## config.mk

```make
export PLATFORM = sky130hd
export DESIGN_NAME = core_mc_flat
export DESIGN_NICKNAME = d
export VERILOG_FILES = /design/src/rtl/core_mc_if.sv /design/src/rtl/core_mc.sv /design/src/flat_wrapper.sv
export SDC_FILE = /design/constraint.sdc
export NUM_CORES = 2
export LEC_CHECK = 0
export CAP_MARGIN = 10
export CORE_UTILIZATION = 58
export DETAILED_ROUTE_END_ITERATION = 8
export PLACE_DENSITY = 0.77
export SETUP_SLACK_MARGIN = 0.5
export SLEW_MARGIN = 20
export SYNTH_ARGS = -nofsm -noshare
export SYNTH_HDL_FRONTEND = slang
export SYNTH_SLANG_ARGS = --single-unit
```

## constraint.sdc

```tcl
create_clock -name clk -period 37.5 [get_ports clk]
set_input_delay 7.5 -clock clk [delete_from_list [all_inputs] [get_ports clk]]
set_output_delay 7.5 -clock clk [all_outputs]
set_load 0.02 [all_outputs]
```

## src/rtl/core_mc_if.sv

```systemverilog
// core_mc_if: unified instruction/data memory port with a request/ready handshake.
// The core drives the master side; the memory wrapper drives the slave side.
interface core_mc_if #(
    parameter int DATA_W = 32,
    parameter int ADDR_W = 16
);
    logic              mem_req;
    logic              mem_we;
    logic [ADDR_W-1:0] mem_addr;
    logic [DATA_W-1:0] mem_wdata;
    logic [DATA_W-1:0] mem_rdata;
    logic              mem_ready;

    modport master (
        output mem_req, mem_we, mem_addr, mem_wdata,
        input  mem_rdata, mem_ready
    );

    modport slave (
        input  mem_req, mem_we, mem_addr, mem_wdata,
        output mem_rdata, mem_ready
    );
endinterface

```

## src/rtl/core_mc.sv

```systemverilog
// core_mc: multi-cycle fetch/execute core (BOOT/FETCH/EXEC/MEM/HALT) on one memory port.
// Define CORE_MC_ZERO_REG_EN to make register 0 a hard-wired zero.
module core_mc #(
    parameter int                DATA_W   = 32,
    parameter int                ADDR_W   = 16,
    parameter int                REG_CNT  = 32,
    parameter logic [ADDR_W-1:0] RESET_PC = '0
) (
    input  logic      clk,
    input  logic      rst,
    core_mc_if.master bus,
    output logic      halted,
    output logic      retire
);
    localparam int SH_W = $clog2(DATA_W);

    typedef enum logic [2:0] {S_BOOT, S_FETCH, S_EXEC, S_MEM, S_HALT} state_t;
    typedef enum logic [2:0] {
        C_NOP, C_ALU, C_MOV, C_LOAD, C_STORE, C_JMP, C_BEQZ, C_HALT
    } cls_t;

    state_t            r_state;
    logic [ADDR_W-1:0] r_pc;
    logic [ADDR_W-1:0] r_addr;
    logic [24:0]       r_instr;
    logic              r_req;
    logic              r_we;
    logic              r_halted;
    logic              r_retire;
    logic [DATA_W-1:0] r_wdata;
    logic [DATA_W-1:0] r_regs [32];

    logic [24:0]       w_fetch;
    cls_t              w_cls;
    logic [6:0]        w_op;
    logic [4:0]        w_rd;
    logic [4:0]        w_rs1;
    logic [4:0]        w_rs2;
    logic [DATA_W-1:0] w_a;
    logic [DATA_W-1:0] w_b;
    logic [SH_W-1:0]   w_shamt;
    logic [DATA_W-1:0] w_alu;
    logic [DATA_W-1:0] w_wr_data;
    logic              w_rd_ok;
    logic              w_wr_en;
    logic [ADDR_W-1:0] w_next_pc;

    // Indices at or above REG_CNT read as zero and swallow writes.
    function automatic logic reg_ok(input logic [4:0] idx);
`ifdef CORE_MC_ZERO_REG_EN
        return ({27'd0, idx} < 32'(REG_CNT)) && (idx != 5'd0);
`else
        return {27'd0, idx} < 32'(REG_CNT);
`endif
    endfunction

    if (DATA_W >= 25) begin : g_fetch_wide
        assign w_fetch = bus.mem_rdata[24:0];
    end else begin : g_fetch_narrow
        assign w_fetch = {{(25-DATA_W){1'b0}}, bus.mem_rdata};
    end

    assign w_cls   = cls_t'(r_instr[2:0]);
    assign w_op    = r_instr[9:3];
    assign w_rd    = r_instr[14:10];
    assign w_rs1   = r_instr[19:15];
    assign w_rs2   = r_instr[24:20];
    assign w_a     = reg_ok(w_rs1) ? r_regs[w_rs1] : '0;
    assign w_b     = reg_ok(w_rs2) ? r_regs[w_rs2] : '0;
    assign w_shamt = w_b[SH_W-1:0];
    assign w_rd_ok = reg_ok(w_rd);
    assign w_wr_en = ((w_cls == C_ALU) || (w_cls == C_MOV)) && w_rd_ok;
    assign w_wr_data = (w_cls == C_MOV) ? w_a : w_alu;

    always_comb begin
        w_alu = '0;
        case (w_op)
            7'd0:    w_alu = w_a + w_b;
            7'd1:    w_alu = w_a - w_b;
            7'd2:    w_alu = w_a & w_b;
            7'd3:    w_alu = w_a | w_b;
            7'd4:    w_alu = w_a ^ w_b;
            7'd5:    w_alu = w_a << w_shamt;
            7'd6:    w_alu = w_a >> w_shamt;
            7'd7:    w_alu = {{(DATA_W-1){1'b0}}, (w_a < w_b)};
            default: w_alu = '0;
        endcase
    end

    // r_pc already points past the current instruction once EXEC is reached.
    always_comb begin
        w_next_pc = r_pc;
        if ((w_cls == C_JMP) || ((w_cls == C_BEQZ) && (w_b == '0))) begin
            w_next_pc = w_a[ADDR_W-1:0];
        end
    end

    always_ff @(posedge clk or posedge rst) begin
        if (rst) begin
            r_state  <= S_BOOT;
            r_pc     <= RESET_PC;
            r_instr  <= '0;
            r_req    <= 1'b0;
            r_we     <= 1'b0;
            r_addr   <= '0;
            r_wdata  <= '0;
            r_halted <= 1'b0;
            r_retire <= 1'b0;
            for (int unsigned i = 0; i < 32; i++) begin
                r_regs[i] <= '0;
            end
        end else begin
            r_retire <= 1'b0;
            case (r_state)
                S_BOOT: begin
                    r_req   <= 1'b1;
                    r_we    <= 1'b0;
                    r_addr  <= r_pc;
                    r_state <= S_FETCH;
                end
                S_FETCH: begin
                    if (bus.mem_ready) begin
                        r_instr <= w_fetch;
                        r_pc    <= r_pc + ADDR_W'(1);
                        r_req   <= 1'b0;
                        r_state <= S_EXEC;
                    end
                end
                S_EXEC: begin
                    case (w_cls)
                        C_LOAD, C_STORE: begin
                            r_req   <= 1'b1;
                            r_we    <= (w_cls == C_STORE);
                            r_addr  <= w_a[ADDR_W-1:0];
                            r_wdata <= w_b;
                            r_state <= S_MEM;
                        end
                        C_HALT: begin
                            r_retire <= 1'b1;
                            r_halted <= 1'b1;
                            r_state  <= S_HALT;
                        end
                        default: begin
                            if (w_wr_en) begin
                                r_regs[w_rd] <= w_wr_data;
                            end
                            r_retire <= 1'b1;
                            r_pc     <= w_next_pc;
                            r_req    <= 1'b1;
                            r_we     <= 1'b0;
                            r_addr   <= w_next_pc;
                            r_state  <= S_FETCH;
                        end
                    endcase
                end
                S_MEM: begin
                    if (bus.mem_ready) begin
                        if ((w_cls == C_LOAD) && w_rd_ok) begin
                            r_regs[w_rd] <= bus.mem_rdata;
                        end
                        r_retire <= 1'b1;
                        r_we     <= 1'b0;
                        r_req    <= 1'b1;
                        r_addr   <= r_pc;
                        r_state  <= S_FETCH;
                    end
                end
                S_HALT: begin
                    r_req    <= 1'b0;
                    r_halted <= 1'b1;
                end
                default: r_state <= S_BOOT;
            endcase
        end
    end

    assign bus.mem_req   = r_req;
    assign bus.mem_we    = r_we;
    assign bus.mem_addr  = r_addr;
    assign bus.mem_wdata = r_wdata;
    assign halted        = r_halted;
    assign retire        = r_retire;
endmodule

```

## src/flat_wrapper.sv

```systemverilog
// flat-port wrapper written by rule: the top's interface ports become plain ports
module core_mc_flat 
#(
    parameter int                DATA_W   = 32,
    parameter int                ADDR_W   = 16,
    parameter int                REG_CNT  = 32,
    parameter logic [ADDR_W-1:0] RESET_PC = '0
)
  (clk, rst, halted, retire, bus_mem_req, bus_mem_we, bus_mem_addr, bus_mem_wdata, bus_mem_rdata, bus_mem_ready);
  core_mc_if #(.DATA_W(DATA_W), .ADDR_W(ADDR_W)) bus_i ();
  input  logic clk;
  input  logic rst;
  output logic halted;
  output logic retire;
  output wire logic [$bits(bus_i.mem_req)-1:0] bus_mem_req;
  output wire logic [$bits(bus_i.mem_we)-1:0] bus_mem_we;
  output wire logic [$bits(bus_i.mem_addr)-1:0] bus_mem_addr;
  output wire logic [$bits(bus_i.mem_wdata)-1:0] bus_mem_wdata;
  input wire logic [$bits(bus_i.mem_rdata)-1:0] bus_mem_rdata;
  input wire logic [$bits(bus_i.mem_ready)-1:0] bus_mem_ready;
  assign bus_mem_req = bus_i.mem_req;
  assign bus_mem_we = bus_i.mem_we;
  assign bus_mem_addr = bus_i.mem_addr;
  assign bus_mem_wdata = bus_i.mem_wdata;
  assign bus_i.mem_rdata = bus_mem_rdata;
  assign bus_i.mem_ready = bus_mem_ready;
  core_mc #(.DATA_W(DATA_W), .ADDR_W(ADDR_W), .REG_CNT(REG_CNT), .RESET_PC(RESET_PC)) u_core (.clk(clk), .rst(rst), .bus(bus_i), .halted(halted), .retire(retire));
endmodule
```

==> impl_metrics.toml <==
[outcome]
status = "completed"

[routing]
wl_met3_um = 34100
drtPass1Iterations = 9
drt_iter0_drc = 7988
wl_met1_um = 85400
vias_per_cell = 7.26
routed-wl-met2_um = 105000
wl_per_cell_um = 32.0
top_layer = "met5"
drt-total-wl_um = 243000
route.detailed.drc = 0
via_count = 55281
ant_nets = 0

[die]
num_rows = 124
start_util = 0.587
pin_count = 87
die_area_sq_um = 118000
die_h_um = 343
chipWidth_um = 343
core-area_sq_um = 115000

[logic_synthesis]
async_flop_share = 1.00
synth_fa_ha_area_frac = 0.0192
muxShareOfSynthArea = 0.294
syn_nets = 6311
synth.area.top_cells = "dfrtp_1 42%, mux4_2 15%, mux2i_1 7.5%, mux2_2 7.2%, nand2_1 4.8%"
synth_compound_area_frac = 0.129
synth_top_flop_cell = "dfrtp_1"
synth.distinct_cells = 93
synth-xor-area-share = 0.00338
syn_area_sq_um = 67400
synth_edf_count = 0
yosysTopAreaCellShare = 0.416
ys_seq_elements = 1120
synth_most_common_cell = "dfrtp_1"
synth_top_cell_by_area = "dfrtp_1"
synthCells = 6174
synthTopCellsByCount = "1120 x dfrtp_1, 866 x nand2_1, 534 x o21ai_0"
yosys.area_share.simple = 0.0923
postSynthAreaPerCell_sq_um = 10.9
seq_area_frac_synth = 0.416
synth_top_family_by_area = "multiplexers"
yosysWarnings = 0

[cts]
clk_latency_ps = 760
ctsLongestPathBuffers = 3
hold_buffers = 0
htree_num_levels = 3
cts_buffers = 116
root_buffer = "clkbuf_16"
cts.clk_slew.worst_paths_ps = 60
cts_resized = 0
cts_sinks = 1120
post-cts-setup-buffer-count = 0
cts_tree = "done"

[worst_hold_path]
hold_class = "flip-flop to flip-flop"

[global_route]
grt_pass1_wl_um = 359000
grt_max_degree = 171
antenna_found_initial = 10
grt_pass1_vias = 54402
grt.total_usage = 0.414
gr-total-overflow = 0

[timing]
fmax_ghz = 0.0842
tns_ps = 0
tightest_slew_ps = 1200
slew_viol_final = 0
hold_violations = 0
setup_ws_ps = 25620
finalSetupViolCount = 0
fin_crit_sh = 0.317
finalCriticalPeriod_ps = 11880
max-slew-margin-rel = 0.201
rsz0062_at_grt = "false"
skew_ps = 58.7

[setup_path]
crit_chain = "clkdlybuf4s50_1 -> clkinvlp_4 -> buf_12 -> buf_4 -> buf_12 -> buf_4 -> buf_4"
worst-endpoint-required_ps = 38220
crit_fanout = 168
cpMostUsedCell = "buf_4"
crit_arrival_ps = 12600
end_kind = "asynchronous set/reset pin"
worst-setup-path-type = "input port to asynchronous set/reset pin"
critPathLaunchType = "input port"
critPathSlowestCell = "buf_4"
slowest_delay_ps = 870

[pwr]
peakVddDrop_uv = 81.1
leakagePower_nw = 31.5
total_power_w = 0.00631
p_per_area_nw_per_um2 = 85.9

[layout]
syn_to_final_growth_pct = 8.86
fill_cells = 8604
fin_nets = 6141
drive_above_1_share = 0.229

[placed_design]
place_congestion = 1.03
place_ws_ps = 24810
io_buffer_count = 86
dp_hpwl_um = 152000

[run]
maxCapViolations = 0
==> placed cells by master, fill, tap and decap left out, types with 86 or more instances in the layout <==
cell | synthesis | layout
a21oi_1 | 237 | 235
a22oi_1 | 152 | 150
buf_4 | 29 | 201
clkbuf_16 | 0 | 116
clkdlybuf4s50_1 | 0 | 86
dfrtp_1 | 1120 | 1112
ha_1 | 100 | 100
inv_1 | 106 | 105
mux2_2 | 428 | 428
mux2i_1 | 508 | 505
mux4_2 | 439 | 439
nand2_1 | 866 | 862
nand3_1 | 101 | 100
nor2_1 | 222 | 192
o21ai_0 | 534 | 532
o31ai_1 | 116 | 110
==> path summary, 6_finish.rpt <==
path	start	to	slack (ps)	cells past startpoint
max in group clk	u_core.r_instr[17]	u_core.r_regs[288]	26640	20
worst min-delay path	u_core.halted	u_core.halted	480	1
worst max-delay path	rst	u_core.r_regs[593]	25620	7
worst min register to register	u_core.halted	u_core.halted	480	1
worst max register to register	u_core.r_instr[17]	u_core.r_regs[288]	26640	20
min in group asynchronous	rst	u_core.bus.mem_wdata[9]	7130	2
==> metrics by stage <==
stage	util	hold slack (ps)	std cells	area, sq um
3_5_place_dp	0.605	466	7397	69500
6_report	0.639	477	7610	73400
3_3_place_gp	0.605	460	7397	69500
5_1_grt	0.639	502	7608	73400
4_1_cts	0.639	479	7607	73300
2_1_floorplan	-	460	6174	67400
==> layer usage <==
metal	vias to the layer above	global-route usage
li1	22576	-
met1	27533	0.532
met2	4148	0.600
met3	1018	0.139
met4	6	0.273
met5	-	0
==> sequential cells by signal, indices dropped and copies added (netlist names) <==
name,cells
u_core.bus.mem_addr,16
u_core.bus.mem_req,1
u_core.bus.mem_wdata,32
u_core.bus.mem_we,1
u_core.halted,1
u_core.r_instr,25
u_core.r_pc,16
u_core.r_regs,1024
u_core.r_state,3
u_core.retire,1
==> critical path: cells and delay by family <==
family   cells  cell delay, ps
buf+inv      7            4530
==> cells by family after synthesis <==
group / count (synthesis)
and+or+nand+nor: 1442
buffers and inverters: 692
DFF: 1120
xor gates and xnor gates: 26
muxes: 1376
adders and majority gates: 102
AOI/OAI and AO/OA: 1416
==> area by class of cell <==
class                      instances  area (sq um)  area share
clock buffer                     170          3400      0.0463
clock inverter                    40           434     0.00592
inverter                         110           417     0.00568
multi-input combinational       4362         36700       0.500
timing repair buffer             294          2500      0.0341
antenna                            2          5.00   0.0000682
tap                             1512          1890      0.0258
sequential                      1120         28100       0.382
==> report_power, final <==
| group | total, W | internal, W | leakage, nW | switching (W) |
|---|---|---|---|---|
| Combinational | 0.00345 | 0.00118 | 14.1 | 0.00227 |
| Clock | 0.00117 | 0.000655 | 1.86 | 0.000514 |
| Sequential | 0.00169 | 0.00142 | 15.5 | 0.000267 |
Note: power is estimated with default switching activity, not from simulation.
